`src/rtl/uart_app_loader.sv`:
```
// UART boot loader: receives a framed 8N1 byte stream (sync, address, word count,
// data, checksum) and turns it into aligned 32-bit memory writes with a one-deep buffer.
module uart_app_loader #(
  parameter int CLK_HZ = 100000000,
  parameter int BAUD   = 115200
) (
  input  logic        clk,
  input  logic        rst,
  input  logic        uart_rx,
  output logic        mem_wvalid,
  input  logic        mem_wready,
  output logic [31:0] mem_waddr,
  output logic [31:0] mem_wdata,
  output logic        app_loaded,
  output logic        load_error,
  output logic        busy
);

  localparam int BIT_CYCLES = CLK_HZ / BAUD;
  localparam int CW = $clog2(BIT_CYCLES + 1);
  localparam logic [CW-1:0] HALF_M1 = CW'(BIT_CYCLES / 2 - 1);
  localparam logic [CW-1:0] FULL_M1 = CW'(BIT_CYCLES - 1);
  localparam logic [7:0] SYNC_BYTE = 8'hA5;

  typedef enum logic [1:0] {RX_IDLE, RX_START, RX_DATA, RX_STOP} rx_state_t;
  typedef enum logic [2:0] {ST_IDLE, ST_ADDR, ST_COUNT, ST_DATA, ST_CHK} state_t;

  rx_state_t rx_state, rx_next;
  logic          rx_meta, rx_sync, rx_prev;
  logic [CW-1:0] bit_cnt;
  logic [2:0]    bit_idx;
  logic [7:0]    rx_byte;
  logic          byte_valid, frame_err;

  // Receiver sequencing: start detection, mid-start recheck, 8 data bits, stop bit.
  always_comb begin
    rx_next = rx_state;
    case (rx_state)
      RX_IDLE:  if (rx_prev && !rx_sync) rx_next = RX_START;
      RX_START: if (bit_cnt == HALF_M1) rx_next = rx_sync ? RX_IDLE : RX_DATA;
      RX_DATA:  if (bit_cnt == FULL_M1 && bit_idx == 3'd7) rx_next = RX_STOP;
      RX_STOP:  if (bit_cnt == FULL_M1) rx_next = RX_IDLE;
      default:  rx_next = RX_IDLE;
    endcase
  end

  // Synchronizer resets high so a reset release never looks like a start edge.
  always_ff @(posedge clk) begin
    if (rst) begin
      rx_state   <= RX_IDLE;
      rx_meta    <= 1'b1;
      rx_sync    <= 1'b1;
      rx_prev    <= 1'b1;
      bit_cnt    <= '0;
      bit_idx    <= '0;
      rx_byte    <= '0;
      byte_valid <= 1'b0;
      frame_err  <= 1'b0;
    end else begin
      rx_state   <= rx_next;
      rx_meta    <= uart_rx;
      rx_sync    <= rx_meta;
      rx_prev    <= rx_sync;
      byte_valid <= 1'b0;
      frame_err  <= 1'b0;
      case (rx_state)
        RX_IDLE: begin
          bit_cnt <= '0;
          bit_idx <= '0;
        end
        RX_START: bit_cnt <= (bit_cnt == HALF_M1) ? '0 : bit_cnt + 1'b1;
        RX_DATA: begin
          if (bit_cnt == FULL_M1) begin
            bit_cnt <= '0;
            rx_byte <= {rx_sync, rx_byte[7:1]};
            bit_idx <= bit_idx + 3'd1;
          end else begin
            bit_cnt <= bit_cnt + 1'b1;
          end
        end
        RX_STOP: begin
          if (bit_cnt == FULL_M1) begin
            bit_cnt    <= '0;
            byte_valid <= rx_sync;
            frame_err  <= ~rx_sync;
          end else begin
            bit_cnt <= bit_cnt + 1'b1;
          end
        end
        default: bit_cnt <= '0;
      endcase
    end
  end

  state_t state, next_state;
  logic [31:0] base_q, word_q;
  logic [15:0] count_q, word_idx;
  logic [15:0] count_full;
  logic [7:0]  sum_q;
  logic [1:0]  idx_q;
  logic        chk_seen, chk_ok;
  logic        handshake, stalled;
  logic        clear_frame, set_loaded, set_error, abort_write;
  logic        take_byte, word_done, chk_hold;

  assign handshake  = mem_wvalid & mem_wready;
  assign stalled    = mem_wvalid & ~mem_wready;
  assign count_full = {rx_byte, count_q[15:8]};
  assign busy       = (state != ST_IDLE);

  // Frame parser; a framing error outside IDLE overrides whatever the state would do.
  always_comb begin
    next_state  = state;
    clear_frame = 1'b0;
    set_loaded  = 1'b0;
    set_error   = 1'b0;
    abort_write = 1'b0;
    take_byte   = 1'b0;
    word_done   = 1'b0;
    chk_hold    = 1'b0;
    if (state != ST_IDLE && frame_err) begin
      next_state  = ST_IDLE;
      set_error   = 1'b1;
      abort_write = 1'b1;
    end else begin
      case (state)
        ST_IDLE: begin
          if (byte_valid && rx_byte == SYNC_BYTE) begin
            next_state  = ST_ADDR;
            clear_frame = 1'b1;
          end
        end
        ST_ADDR: begin
          if (byte_valid) begin
            take_byte = 1'b1;
            if (idx_q == 2'd3) next_state = ST_COUNT;
          end
        end
        ST_COUNT: begin
          if (byte_valid) begin
            take_byte = 1'b1;
            if (idx_q == 2'd1) next_state = (count_full == 16'd0) ? ST_CHK : ST_DATA;
          end
        end
        ST_DATA: begin
          if (byte_valid) begin
            take_byte = 1'b1;
            if (idx_q == 2'd3) begin
              if (stalled) begin
                next_state  = ST_IDLE;
                set_error   = 1'b1;
                abort_write = 1'b1;
              end else begin
                word_done = 1'b1;
                if (word_idx == count_q - 16'd1) next_state = ST_CHK;
              end
            end
          end
        end
        ST_CHK: begin
          // The verdict waits for the last write to drain.
          if (chk_seen) begin
            if (handshake) begin
              next_state = ST_IDLE;
              set_loaded = chk_ok;
              set_error  = ~chk_ok;
            end
          end else if (byte_valid) begin
            if (stalled) begin
              chk_hold = 1'b1;
            end else begin
              next_state = ST_IDLE;
              set_loaded = (rx_byte == sum_q);
              set_error  = (rx_byte != sum_q);
            end
          end
        end
        default: next_state = ST_IDLE;
      endcase
    end
  end

  always_ff @(posedge clk) begin
    if (rst) state <= ST_IDLE;
    else     state <= next_state;
  end

  always_ff @(posedge clk) begin
    if (rst) begin
      mem_wvalid <= 1'b0;
      mem_waddr  <= '0;
      mem_wdata  <= '0;
      app_loaded <= 1'b0;
      load_error <= 1'b0;
      base_q     <= '0;
      word_q     <= '0;
      count_q    <= '0;
      word_idx   <= '0;
      sum_q      <= '0;
      idx_q      <= '0;
      chk_seen   <= 1'b0;
      chk_ok     <= 1'b0;
    end else begin
      if (handshake || abort_write) mem_wvalid <= 1'b0;
      if (clear_frame) begin
        app_loaded <= 1'b0;
        load_error <= 1'b0;
        sum_q      <= '0;
        idx_q      <= '0;
        word_idx   <= '0;
      end
      if (set_loaded) app_loaded <= 1'b1;
      if (set_error)  load_error <= 1'b1;
      if (take_byte) begin
        sum_q <= sum_q + rx_byte;
        idx_q <= (state == ST_COUNT && idx_q == 2'd1) ? 2'd0 : idx_q + 2'd1;
        case (state)
          ST_ADDR:  base_q  <= {rx_byte, base_q[31:8]};
          ST_COUNT: count_q <= count_full;
          ST_DATA:  word_q  <= {rx_byte, word_q[31:8]};
          default:  ;
        endcase
      end
      // Low address bits of the base never carry, so masking after the add aligns it.
      if (word_done) begin
        mem_wdata  <= {rx_byte, word_q[31:8]};
        mem_waddr  <= (base_q + {14'd0, word_idx, 2'b00}) & 32'hFFFF_FFFC;
        mem_wvalid <= 1'b1;
        word_idx   <= word_idx + 16'd1;
      end
      if (chk_hold) begin
        chk_seen <= 1'b1;
        chk_ok   <= (rx_byte == sum_q);
      end else if (next_state == ST_IDLE) begin
        chk_seen <= 1'b0;
      end
    end
  end

endmodule

```
`config.mk`:
```
export PLATFORM = sky130hd
export DESIGN_NAME = uart_app_loader
export DESIGN_NICKNAME = d
export VERILOG_FILES = /design/src/rtl/uart_app_loader.sv
export SDC_FILE = /design/constraint.sdc
export NUM_CORES = 1
export LEC_CHECK = 0
export BUFFER_PORTS_ARGS = -buffer_cell sky130_fd_sc_hd__buf_2
export CORE_MARGIN = 8
export CORE_UTILIZATION = 40
export DETAILED_ROUTE_END_ITERATION = 7
export PLACE_DENSITY_LB_ADDON = 0.15
export SLEW_MARGIN = 10
export SYNTH_ARGS = -nofsm -noshare
export SYNTH_HDL_FRONTEND = slang
export SYNTH_SLANG_ARGS = --single-unit
```
`constraint.sdc`:
```
create_clock -name clk -period 2.61 [get_ports clk]
set_input_delay 0.1305 -clock clk [delete_from_list [all_inputs] [get_ports clk]]
set_output_delay 0.1305 -clock clk [all_outputs]
set_load 0.005 [all_outputs]
```
==> impl_metrics.py <==
metrics = {
    "die": {
        "placementRows": 56,
        "fp.dieArea_sq_mm": 0.02904,
        "floorplan.initialDensity_pct": 40.63,
        "fp.coreArea_sq_mm": 0.02347,
        "die_h_um": 170.4,
        "die-width_um": 170.4,
        "ios": 72,
    },
    "route": {
        "starting_drc_count_in_detailed_routing": 562,
        "drcViolationCount": 0,
        "drt-wirelength-per-cell_um": 16.09,
        "via_per_inst": 5.399,
        "drt_pass1_iterations": 5,
        "detail-route-antenna-nets": 0,
        "detailroute.via_count": 8844,
        "final_wl_um": 26350,
    },
    "critical_path": {
        "required_time_at_the_endpoint_of_the_critical_path_ns": 2.89,
        "path_cells": "nand3_2, or3_2, nor3_1, buf_4, a31oi_1, o211ai_1, a221oi_1",
        "critical_path.endpoint_type": "flop",
        "critPathLaunchType": "flop",
        "critical_path.n_buffers_inverters": 1,
        "worstRegToRegCells": 7,
        "crit_arrival_ns": 2.72,
        "max_stage_delay_ns": 0.73,
        "critPathTopFamily": "simple AND/OR/NAND/NOR gates",
        "path_class": "flop to flop",
        "levels_on_crit_path": 7,
        "crit_slowest_cell": "nor3_1",
        "path_max_fanout": 7,
    },
    "cells_and_area": {
        "layout-drive-gt1-share_pct": 14.03,
        "antennaDiodeCount": 0,
        "area_growth_syn_to_fin_pct": 16.11,
        "fillerInstances": 2398,
        "fin_area_sq_mm": 0.01107,
        "layout.cells.most_common_list": "nand2_1, dfxtp_1, a21oi_1",
        "final_common_cell": "nand2_1",
        "num-nets-final": 1341,
    },
    "sta": {
        "min_period_ns": 2.433,
        "maxSlewHeadroom_pct": 42.02,
        "setup-tns-final_ns": 0,
        "grt_setup_unrepaired": "false",
        "achievable-frequency_ghz": 0.4110,
        "clock_skew_ns": 0.01952,
        "worst_max_slew_pin_slew_ns": 0.8630,
        "finalCritPeriodShare_pct": 93.22,
        "report.final.setup_viol": 0,
        "timing_hold_violations_final": 0,
        "timing.final.max_slew_violations": 0,
    },
    "placement": {
        "dp_hpwl_um": 18040,
        "place_congestion": 0.8359,
        "buffer_ports.inserted": 69,
        "dpl-instance-area_sq_mm": 0.01044,
    },
    "logic_synthesis": {
        "ys.flop_type": "dfxtp_1",
        "synth_cells": 1237,
        "ys_top_cells_by_area": "dfxtp_1, nand2_1, a21oi_1",
        "fraction_of_synthesis_flops_using_an_asynchronous_set_or_reset_pin_pct": 0,
        "synth.largest_area_cell": "dfxtp_1",
        "synth_top_cell_area_share_pct": 40.72,
        "syn_area_sq_mm": 0.009538,
        "synth_enable_flop_cells": 0,
        "post_synth.cell_area_avg_sq_um": 7.711,
        "yosys_warnings": 0,
        "synth_cell_types": 69,
        "synth-seq-cells": 194,
        "seq_area_frac_synth_pct": 40.72,
    },
    "clock_tree": {
        "ctsHtreeMaxLevel": 4,
        "cts.clk_slew.worst_paths_ns": 0.07,
        "root_buffer": "clkbuf_16",
        "post-cts-setup-buffers": 0,
        "cts_bufs_inserted": 17,
        "clk_path_buf_depth": 2,
        "clkLatencyLatePin_ns": 0.45,
        "clock-sinks": 194,
        "cts_tree": "done",
    },
    "global_routing": {
        "grt_antenna_before_repair": 0,
        "overflow_after_grt": 0,
        "grt_first_pass_wirelength_um": 44140,
        "grt_start_max_net_pins": 171,
        "via_count_of_the_first_global_routing_pass": 8489,
        "grt_use_total_pct": 18.43,
    },
    "flow_run": {
        "drv.max_cap_violation_count": 0,
    },
    "pwr": {
        "lkg_pwr_nw": 4.223,
        "powerDensity_mw_per_mm2": 512.6,
        "vdd_drop_max_mv": 0.3566,
    },
    "outcome": {
        "status": "finished, final reports clean",
    },
    "min_path": {
        "min_delay_path_depth": 5,
        "hold_path.class": "input pin to flop",
    },
}
-- metrics by stage --
| step | hold slack, ns | util [%] | cells | worst slack, ns | total power [mW] |
|---|---|---|---|---|---|
| 2_1_floorplan | 0.2343 | - | 1238 | 0.3792 | 3.086 |
| 3_3_place_gp | 0.3197 | 44.48 | 1605 | 0.2233 | 3.106 |
| 3_5_place_dp | 0.3180 | 44.48 | 1605 | 0.1644 | 3.106 |
| 4_1_cts | 0.1708 | 47.09 | 1638 | 0.1341 | 5.747 |
| 5_1_grt | 0.2078 | 47.18 | 1638 | 0.03576 | 5.880 |
| 6_report | 0.1857 | 47.18 | 1638 | 0.1770 | 5.676 |
-- final timing paths --
| check | to | slack [ns] | start |
|---|---|---|---|
| max | mem_waddr[29] | 0.18 | idx_q[1] |
| min | app_loaded | 0.19 | mem_wready |
| max reg2reg | mem_waddr[29] | 0.18 | idx_q[1] |
| min reg2reg | rx_sync | 0.44 | rx_meta |
-- report_power, final --
| part | switching (mW) | internal (mW) |
|---|---|---|
| Clock | 1.34 | 1.30 |
| Combinational | 0.0581 | 0.0139 |
| Sequential | 0.00414 | 2.96 |
| Total | 1.40 | 4.27 |
-- cells by family after synthesis --
family          share of synthesized area, %
xor+xnor                               3.673
mux                                   0.5247
flops                                  40.72
other cells                          0.03932
buf+inv                                4.342
compound gates                         19.27
simple gates                           27.21
fa+ha+maj                              4.224
-- synthesized netlist by cell type, types with 3 or more instances --
cell	number
and2_1	5
a211oi_1	13
xor2_1	22
buf_2	13
nand3_1	44
nor3_1	32
o21a_1	3
and3_1	16
o21ai_0	30
a21o_1	9
o21bai_1	7
nand4_1	12
nor2_1	80
dfxtp_1	194
xnor2_1	18
o211ai_1	8
a21oi_1	168
nor2b_1	5
or4_1	5
o31ai_1	3
nand3b_1	5
a31oi_1	14
or2_2	9
nand2_1	280
clkbuf_1	63
a221oi_1	5
o22ai_1	3
o2111ai_1	5
inv_1	21
nor4_1	11
mux2i_1	5
or3_1	20
ha_1	29
a22oi_1	4
and4_1	6
nand2b_1	15
a311oi_1	8
-- worst reg2reg max path: stages, from the launching register on --
cell and delay (ns):
dfxtp_1 0.41, nand3_2 0.10, or3_2 0.50, nor3_1 0.73, buf_4 0.27, a31oi_1 0.09, o211ai_1 0.10, a221oi_1 0.07
-- routing by layer --
layer | vias to the layer above | global-route usage, % | wire length [um]
met1 | 4177 | 24.66 | 12630
met3 | 21 | 2.966 | 1046
met5 | - | 0 | 0
met2 | 165 | 30.18 | 12330
met4 | 0 | 5.187 | 335
li1 | 4481 | - | -
-- sequential cells by signal, summed over array words and instances, names as in the netlist, 2 cells and up, named ones only --
register	flops
mem_wdata	32
base_q	30
mem_waddr	30
word_q	24
count_q	16
word_idx	16
bit_cnt	10
rx_byte	8
sum_q	8
bit_idx	3
state	3
idx_q	2
-- cell type report --
class | instances | area (sq um) | share of cell area (%)
Inverter | 21 | 78.83 | 0.7118
Tap cell | 319 | 399.1 | 3.604
Clock buffer | 17 | 425.4 | 3.841
Multi-Input combinational cell | 942 | 5276 | 47.64
Timing Repair Buffer | 130 | 833.3 | 7.525
Sequential cell | 194 | 3884 | 35.07
Clock inverter | 15 | 177.7 | 1.604
-- repair_timing --
| action | in CTS | in global routing |
|---|---|---|
| setup endpoints to repair | 0 | 5 |
| hold buffers | 1 | 0 |
| endpoints found under the hold margin | 1 | 0 |
| gates resized for setup | 0 | 3 |
Power figures use the tool's default switching activity.
